`config.mk`:
```
export PLATFORM = sky130hd
export DESIGN_NAME = lsu_ctrl
export DESIGN_NICKNAME = d
export VERILOG_FILES = /design/src/rtl/lsu_ctrl.sv
export SDC_FILE = /design/constraint.sdc
export NUM_CORES = 1
export LEC_CHECK = 0
export CORE_MARGIN = 2
export CORE_UTILIZATION = 43
export DETAILED_ROUTE_END_ITERATION = 12
export PLACE_DENSITY = 0.73
export SYNTH_ARGS = -nofsm -noshare
export SYNTH_HDL_FRONTEND = slang
export SYNTH_SLANG_ARGS = --single-unit
```
`constraint.sdc`:
```
create_clock -name clk -period 2.4 [get_ports clk]
set_input_delay 0.36 -clock clk [delete_from_list [all_inputs] [get_ports clk]]
set_output_delay 0.36 -clock clk [all_outputs]
set_load 0.1 [all_outputs]
```
`src/rtl/lsu_ctrl.sv`:
```
// Load/store sequencer: turns one MEM-stage access into a single valid/ready bus
// transaction, stalling the pipeline until the extended result is ready.
module lsu_ctrl #(
  parameter int unsigned TIMEOUT_CYC = 255
) (
  input  logic        clk,
  input  logic        rst,
  input  logic        mem_valid,
  input  logic        mem_read,
  input  logic        mem_write,
  input  logic [2:0]  load_type,
  input  logic [2:0]  store_type,
  input  logic [63:0] mem_addr,
  input  logic [63:0] mem_wdata,
  output logic        lsu_stall,
  output logic        lsu_done,
  output logic [63:0] lsu_rdata,
  output logic        lsu_misalign,
  output logic        lsu_buserr,
  output logic        bus_req_valid,
  input  logic        bus_req_ready,
  output logic        bus_req_write,
  output logic [63:0] bus_req_addr,
  output logic [63:0] bus_req_wdata,
  output logic [7:0]  bus_req_wstrb,
  input  logic        bus_resp_valid,
  input  logic [63:0] bus_resp_rdata,
  input  logic        bus_resp_err
);

  // Handshake: a request transfers on the cycle bus_req_valid & bus_req_ready are
  // both high; fields hold steady until then. bus_resp_valid is a one-cycle pulse.
  typedef enum logic [1:0] {IDLE, REQ, RESP, DONE} state_e;

  localparam logic [15:0] TMO_LAST = 16'(TIMEOUT_CYC - 1);

  state_e      state_q, state_d;
  logic [63:0] addr_q, addr_d;
  logic [63:0] wdata_q, wdata_d;
  logic [7:0]  wstrb_q, wstrb_d;
  logic        write_q, write_d;
  logic [2:0]  ltype_q, ltype_d;
  logic [15:0] cnt_q, cnt_d;
  logic [63:0] rdata_q, rdata_d;
  logic        misalign_q, misalign_d;
  logic        buserr_q, buserr_d;

  logic        go;
  logic [1:0]  size_l2;
  logic        misaligned;
  logic [7:0]  size_mask;
  logic [63:0] ld_shift;
  logic [63:0] ld_ext;

  assign go = mem_valid & (mem_read | mem_write);

  // A write wins when both read and write are set.
  always_comb begin
    size_l2 = 2'd0;
    if (mem_write) begin
      case (store_type)
        3'b101:  size_l2 = 2'd1;
        3'b110:  size_l2 = 2'd2;
        3'b111:  size_l2 = 2'd3;
        default: size_l2 = 2'd0;
      endcase
    end else begin
      case (load_type)
        3'b010, 3'b110: size_l2 = 2'd1;
        3'b011, 3'b111: size_l2 = 2'd2;
        3'b100:         size_l2 = 2'd3;
        default:        size_l2 = 2'd0;
      endcase
    end
  end

  always_comb begin
    misaligned = 1'b0;
    size_mask  = 8'h01;
    case (size_l2)
      2'd1: begin misaligned = mem_addr[0];        size_mask = 8'h03; end
      2'd2: begin misaligned = |mem_addr[1:0];     size_mask = 8'h0F; end
      2'd3: begin misaligned = |mem_addr[2:0];     size_mask = 8'hFF; end
      default: begin misaligned = 1'b0;            size_mask = 8'h01; end
    endcase
  end

  assign ld_shift = bus_resp_rdata >> {addr_q[2:0], 3'b000};

  always_comb begin
    ld_ext = 64'd0;
    case (ltype_q)
      3'b001:  ld_ext = {{56{ld_shift[7]}}, ld_shift[7:0]};
      3'b010:  ld_ext = {{48{ld_shift[15]}}, ld_shift[15:0]};
      3'b011:  ld_ext = {{32{ld_shift[31]}}, ld_shift[31:0]};
      3'b100:  ld_ext = ld_shift;
      3'b101:  ld_ext = {56'd0, ld_shift[7:0]};
      3'b110:  ld_ext = {48'd0, ld_shift[15:0]};
      3'b111:  ld_ext = {32'd0, ld_shift[31:0]};
      default: ld_ext = 64'd0;
    endcase
  end

  always_comb begin
    state_d    = state_q;
    addr_d     = addr_q;
    wdata_d    = wdata_q;
    wstrb_d    = wstrb_q;
    write_d    = write_q;
    ltype_d    = ltype_q;
    cnt_d      = cnt_q;
    rdata_d    = rdata_q;
    misalign_d = misalign_q;
    buserr_d   = buserr_q;
    case (state_q)
      IDLE: begin
        if (go) begin
          rdata_d    = 64'd0;
          buserr_d   = 1'b0;
          misalign_d = misaligned;
          if (misaligned) begin
            state_d = DONE;
          end else begin
            state_d = REQ;
            addr_d  = mem_addr;
            wdata_d = mem_wdata << {mem_addr[2:0], 3'b000};
            wstrb_d = mem_write ? (size_mask << mem_addr[2:0]) : 8'h00;
            write_d = mem_write;
            ltype_d = load_type;
          end
        end
      end
      REQ: begin
        if (bus_req_ready) begin
          state_d = RESP;
          cnt_d   = 16'd0;
        end
      end
      RESP: begin
        // A response on the timeout cycle still wins over the timeout.
        if (bus_resp_valid) begin
          state_d  = DONE;
          buserr_d = bus_resp_err;
          rdata_d  = (write_q || bus_resp_err) ? 64'd0 : ld_ext;
        end else if (cnt_q == TMO_LAST) begin
          state_d  = DONE;
          buserr_d = 1'b1;
          rdata_d  = 64'd0;
        end else begin
          cnt_d = cnt_q + 16'd1;
        end
      end
      DONE:    state_d = IDLE;
      default: state_d = IDLE;
    endcase
  end

  always_ff @(posedge clk) begin
    if (rst) begin
      state_q    <= IDLE;
      addr_q     <= 64'd0;
      wdata_q    <= 64'd0;
      wstrb_q    <= 8'd0;
      write_q    <= 1'b0;
      ltype_q    <= 3'd0;
      cnt_q      <= 16'd0;
      rdata_q    <= 64'd0;
      misalign_q <= 1'b0;
      buserr_q   <= 1'b0;
    end else begin
      state_q    <= state_d;
      addr_q     <= addr_d;
      wdata_q    <= wdata_d;
      wstrb_q    <= wstrb_d;
      write_q    <= write_d;
      ltype_q    <= ltype_d;
      cnt_q      <= cnt_d;
      rdata_q    <= rdata_d;
      misalign_q <= misalign_d;
      buserr_q   <= buserr_d;
    end
  end

  // Stall drops in DONE so the pipeline advances on the lsu_done cycle.
  assign lsu_stall     = ((state_q == IDLE) & go) | (state_q == REQ) | (state_q == RESP);
  assign lsu_done      = (state_q == DONE);
  assign lsu_rdata     = (state_q == DONE) ? rdata_q : 64'd0;
  assign lsu_misalign  = (state_q == DONE) & misalign_q;
  assign lsu_buserr    = (state_q == DONE) & buserr_q;
  assign bus_req_valid = (state_q == REQ);
  assign bus_req_write = (state_q == REQ) & write_q;
  assign bus_req_addr  = (state_q == REQ) ? {addr_q[63:3], 3'b000} : 64'd0;
  assign bus_req_wdata = (state_q == REQ) ? wdata_q : 64'd0;
  assign bus_req_wstrb = (state_q == REQ) ? wstrb_q : 8'd0;

endmodule

```
==> results.yml, run 1 <==
die:
  num_rows: 64
  fp.dieH_um: 181.0
  chipWidth_um: 181.0
  initial_core_util_pct: 43.79
  ios: 412
  core-area_um2: 30750
  design.die.area_um2: 32740
yosys:
  synthSimpleGateAreaFrac_pct: 22.03
  synthesis.instances: 1584
  synth_enable_flop_cells: 0
  mappedNetlistArea_um2: 13460
  synth-xor-area-share_pct: 0
  yosys.area.top_type: "dfxtp_1"
  synth_sequential_area_ratio_pct: 33.31
  synth.lib_cells_used.distinct: 70
  synth_compound_area_share_pct: 24.08
  post_synth.cell_area_avg_um2: 8.500
  synth.top_cells.by_area: "dfxtp_1, and2_1, mux2i_1, mux4_2, a21oi_1"
  synth.yosys.warnings: 0
  post-synth-top-area-fraction_pct: 33.31
  postSynth.topFlopCell: "dfxtp_1"
  synth_adder_area_share_pct: 0.6505
  synth-seq-cells: 224
  asyncSetResetFlopFracSynth_pct: 0
  muxShareOfSynthArea_pct: 14.21
  largest_family_of_logic_cells_by_synthesized_area: "compound AO/OA/AOI/OAI gates"
global_route:
  grt_pass1_wl_mm: 80.13
  grt_antenna_before_repair: 3
  grt_remaining_overflow: 0
  grt_util_all_layers_pct: 30.76
  grt_start_max_net_pins: 104
  first_global_vias: 13980
detailed_routing:
  postRouteWirelength_mm: 52.46
  final_antenna_net_count: 0
  wl_per_cell_um: 22.00
  drcViolationCount: 0
  drt_pass1_iterations: 6
  drtIter0Drc: 1411
  detailroute.via_count: 14140
  vias_per_cell: 5.927
sta:
  timing_worst_slew_pin_value_ns: 0.8944
  finalHoldViolCount: 0
  final_period_util_pct: 97.59
  grt_setup_unrepaired: "true"
  finalSetupViolations: 0
  final.setup_skew_ns: 0.02222
  timing.hold.ws_ns: 0.1680
  fin_crit_ns: 2.342
  slew_headroom_pct: 40.25
  highest_clock_rate_mhz: 427.0
  timing.final.max_slew_violations: 0
clock_tree:
  cts_tree: "built"
  level_count_of_the_clock_h_tree: 1
  clock-sinks: 224
  cts-root-buf: "clkbuf_16"
  insertion_delay_to_the_later_sink_of_the_worst_skew_pair_ns: 0.56
  cts.clk_slew.worst_paths_ns: 0.06
  cts_buffers: 28
  cts-hold-fix-buffers: 0
  clk_path_buf_depth: 3
layout:
  layout-drive-gt1-share_pct: 31.32
  synthToLayoutAreaGrowth_pct: 61.72
  nNetsFinal: 2178
  fill_cells: 2355
  fin_cells: 2385
hold_path:
  hold_path.class: "primary input to flop"
power_and_ir_drop:
  p_total_w: 0.01434
  pleak_nw: 8.312
  worst_ir_drop_vdd_mv: 0.5437
  power.density_cell_area_nw_per_um2: 658.4
critical_path:
  cp.arrival_ns: 1.98
  crit_path_max_fanout: 55
  critical_path_required_ns: 2.04
  worstSetupPathType: "flop to output port"
  critPathLaunchType: "flop"
  critPathCaptureType: "output port"
placement:
  place.detailed.hpwl_mm: 38.09
  globalplace.congestion: 0.9486
  place.detailed.instances: 2328
  placement.io_buffers: 408
outcome:
  run_status: "finished, final reports clean"
job:
  cap_viol_max_count: 0
==> worst paths after layout <==
check / slack [ns] / start / cells past startpoint / end
max: 0.06 / state_q[1]$_SDFFE_PP0P_ / 5 / bus_req_wdata[33]
min: 0.17 / rst / 2 / rdata_q[2]$_SDFFE_PP0P_
max reg2reg: 0.16 / state_q[1]$_SDFFE_PP0P_ / 8 / cnt_q[14]$_SDFFE_PP0P_
min reg2reg: 0.45 / rdata_q[23]$_SDFFE_PP0P_ / 1 / rdata_q[23]$_SDFFE_PP0P_
==> cell type report <==
class | instances | area (um^2) | area share (%)
Clock buffer | 40 | 857.1 | 3.936
Sequential cell | 224 | 4492 | 20.63
Tap cell | 396 | 495.5 | 2.275
Timing Repair Buffer | 508 | 7234 | 33.22
Clock inverter | 11 | 115.1 | 0.5286
Inverter | 17 | 63.81 | 0.2931
Multi-Input combinational cell | 1186 | 8509 | 39.08
Antenna cell | 3 | 7.507 | 0.03448
==> Yosys cell counts (37+ instances only) <==
library cell  count
nand2_1          92
nand3_1          91
o21ai_0         110
nor2_1           64
a211o_1          37
a211oi_1         37
mux2i_1         109
and2_1          202
a21oi_1         112
dfxtp_1         224
nor3_1           39
clkbuf_1        105
==> routing by layer <==
| layer | share of wire [%] | track usage [%] | routed length, um | up-vias |
|---|---|---|---|---|
| met5 | 0.030 | 0 | 16 | - |
| met4 | 4.1 | 11.80 | 2155 | 2 |
| met3 | 9.3 | 8.547 | 4872 | 123 |
| met2 | 47 | 52.15 | 24870 | 685 |
| met1 | 39 | 37.10 | 20550 | 6778 |
| li1 | - | - | - | 6548 |
==> through the flow <==
step	util, %	setup WS [ns]	cell area (um^2)	TNS [ns]
2_1_floorplan	-	0.009910	13700	0
3_3_place_gp	67.32	-0.2348	20700	-32.00
3_5_place_dp	67.32	-0.3083	20700	-40.53
4_1_cts	70.66	0.001423	21730	0
5_1_grt	70.80	-0.01243	21770	-0.03667
6_report	70.81	0.05787	21770	0
==> timing repair <==
item | 4_1_cts | 5_1_grt
cloned | 1 | 1
hold endpoints to repair | 0 | 0
pin swaps | 0 | 2
resized for setup | 5 | 4
buffers inserted | 1 | 0
endpoints found under the setup margin | 159 | 27
==> critical path: stages, from the launching register on <==
cell and delay, ns:
dfxtp_1 0.36, inv_2 0.12, ha_4 0.26, buf_16 0.26, and2_2 0.21, buf_12 0.18
==> report_power, final <==
part / internal (W) / total (W) / switching (W)
logic: 0.00220 / 0.00573 / 0.00352
clock network: 0.00268 / 0.00440 / 0.00172
registers: 0.00402 / 0.00421 / 0.000191
==> sequential cells by signal (all words and copies together) (netlist names) <==
register    count
wdata_q        64
addr_q         64
state_q         2
buserr_q        1
ltype_q         3
rdata_q        64
write_q         1
cnt_q          16
wstrb_q         8
misalign_q      1
==> placed cells by master (no fill, tap or decap), types with 10 or more instances in the layout <==
cell / n
buf_12: 228
dfxtp_1: 220
clkdlybuf4s50_1: 202
and2_2: 174
a21oi_1: 111
o21ai_0: 110
mux2i_1: 109
nand2_1: 92
nand3_1: 91
buf_4: 72
nor2_1: 64
nor3_1: 39
a211oi_1: 37
a211o_1: 36
o2bb2ai_1: 35
clkbuf_16: 30
mux4_2: 29
and2_1: 28
nor2b_1: 20
nand2b_1: 19
o21a_1: 18
a221o_2: 17
mux2_2: 15
inv_1: 13
o211ai_1: 11
a32o_1: 10
==> cells by family (layout without fill, tap and decap cells) <==
group           Yosys count  in the layout
simple gates            556            556
compound gates          467            467
other cells               1              6
flops                   224            224
mux                     153            153
fa+ha+maj                 7              7
buf+inv                 176            576
(Power assumes the default switching activity.)
==> run 2, diff against run 1 <==
--- a/config.mk
+++ b/config.mk
@@ -9,6 +9,7 @@
 export CORE_UTILIZATION = 43
 export DETAILED_ROUTE_END_ITERATION = 12
 export PLACE_DENSITY = 0.73
+export SKIP_CTS_REPAIR_TIMING = 1
 export SYNTH_ARGS = -nofsm -noshare
 export SYNTH_HDL_FRONTEND = slang
 export SYNTH_SLANG_ARGS = --single-unit
==> run 2 against run 1 <==
  * Clock power hardly changed
  * Flip-flop and latch count unchanged
  * Sequential share of layout area about the same
  * Clock skew grew 0.0011 ns
  * Worst hold slack improved by 0.0023 ns
  * Global-route usage shrank 0.31 points
  * Core utilization barely moved
  * Worst setup slack got worse by 0.014 ns
  * First-iteration DRC count shrank 2.1%
  * Design area hardly changed
  * Non-clock buffer count grew 1
  * Critical path type unchanged
==> results.yml, run 2 (synthesized netlist as in run 1, its figures left out) <==
outcome:
  run_status: "finished, final reports clean"
layout:
  synthToLayoutAreaGrowth_pct: 61.80
  layout-drive-gt1-share_pct: 31.30
  finish.utilization_pct: 70.85
  final_cell_area_um2: 21780
  top_regs: "addr_q (64), rdata_q (64), wdata_q (64)"
  nNetsFinal: 2179
  final_common_cell: "buf_12"
  fin_cells: 2385
  layout.cells.most_common_list: "buf_12, dfxtp_1, clkdlybuf4s50_1"
clock_tree:
  cts_buffers: 28
  cts-root-buf: "clkbuf_16"
  level_count_of_the_clock_h_tree: 1
  insertion_delay_to_the_later_sink_of_the_worst_skew_pair_ns: 0.56
  cts.clk_slew.worst_paths_ns: 0.06
  clk_path_buf_depth: 3
  cts_tree: "built"
  clock-sinks: 224
detailed_routing:
  drt_pass1_iterations: 5
  postRouteWirelength_mm: 52.15
  drtIter0Drc: 1382
  final_antenna_net_count: 0
  detailroute.via_count: 14070
  vias_per_cell: 5.899
  wl_per_cell_um: 21.86
  drcViolationCount: 0
placement:
  postPlaceCellArea_um2: 20700
  placement.io_buffers: 408
  place.detailed.instances: 2328
  globalplace.congestion: 0.9486
  place.detailed.hpwl_mm: 38.09
global_route:
  grt_antenna_before_repair: 3
  gr-usage-met3_pct: 8.345
  grt_util_all_layers_pct: 30.45
  grt_pass1_wl_mm: 79.41
  first_global_vias: 13920
  grt_remaining_overflow: 0
  grt_start_max_net_pins: 111
  global_route.peak_usage_layer: "met2"
  grt.met2_usage_pct: 51.26
  use_met1_pct: 36.96
critical_path:
  worst_path_largest_cell_delay_ns: 0.34
  worstSetupPathType: "flop to output port"
  startpoint: "state_q[1]$_SDFFE_PP0P_"
  timing.rr.start: "addr_q[2]$_SDFFE_PP0P_"
  cp.arrival_ns: 2.00
  critPathLaunchType: "flop"
  critPathCaptureType: "output port"
  critical_path_buf_inv_count: 3
  crit_path_max_fanout: 55
  crit_family: "buffers and inverters"
  crit_chain: "inv_2, ha_4, clkbuf_16, and2_2, buf_12"
  critical_path_required_ns: 2.04
  critPathSlowestCell: "dfxtp_2"
sta:
  grt_setup_unrepaired: "true"
  final_period_util_pct: 98.19
  timing.hold.ws_ns: 0.1702
  highest_clock_rate_mhz: 424.3
  final.setup_skew_ns: 0.02332
  finalHoldViolCount: 0
  fin_crit_ns: 2.357
  finalSetupViolations: 0
  slew_headroom_pct: 37.41
  timing_worst_slew_pin_value_ns: 0.9369
  timing.final.max_slew_violations: 0
power_and_ir_drop:
  pleak_nw: 8.320
  power.density_cell_area_nw_per_um2: 657.6
  worst_ir_drop_vdd_mv: 0.5118
hold_path:
  hold_path.class: "primary input to flop"
  min-delay-start: "rst"
job:
  cap_viol_max_count: 0
die:
  initial_core_util_pct: 43.79
  design.die.area_um2: 32740
  ios: 412
  num_rows: 64
  chipWidth_um: 181.0
  fp.dieH_um: 181.0
  core-area_um2: 30750
-- run 2: through the flow --
step / worst slack [ns] / TNS, ns / power, W
global route: -0.01960 / -0.03968 / 0.01488
detailed placement: -0.3083 / -40.53 / 0.009729
CTS: -0.1446 / -11.10 / 0.01413
global placement: -0.2348 / -32.00 / 0.009640
finish: 0.04339 / 0 / 0.01433
floorplan: 0.009910 / 0 / 0.007541
-- run 2: worst register-to-register path: stages (launching register included) --
cell     delay, ns
dfxtp_2       0.43
mux2i_1       0.13
mux4_2        0.51
or4_1         0.55
a31oi_4       0.21
buf_12        0.21
a221o_2       0.15
-- run 2: layout make-up --
type | count | area [um^2]
clock inverter | 11 | 115.1
fill | 2351 | 8965
sequential | 224 | 4493
antenna | 2 | 5.005
multi-input combinational | 1186 | 8507
clock buffer | 40 | 857.1
tap | 396 | 495.5
timing repair buffer | 509 | 7248
inverter | 17 | 63.81
-- run 2: final timing paths --
kind / depth (start not counted) / to / slack (ns)
hold reg to reg: 1 / rdata_q[23]$_SDFFE_PP0P_ / 0.45
setup reg to reg: 6 / rdata_q[57]$_SDFFE_PP0P_ / 0.17
hold / removal: 2 / rdata_q[2]$_SDFFE_PP0P_ / 0.17
setup / recovery: 5 / bus_req_wdata[24] / 0.04
-- run 2: layer usage --
layer | part of all wire (%) | vias up
met5 | 0.031 | -
met4 | 4.2 | 2
met3 | 9.2 | 111
met2 | 47 | 671
met1 | 39 | 6750
li1 | - | 6536
-- run 2: power by group --
part	total (W)	leakage, nW	switching (W)	internal (W)
sequential	0.00421	1.82	0.000190	0.00402
clock	0.00440	0.473	0.00172	0.00268
combinational	0.00572	6.03	0.00350	0.00222
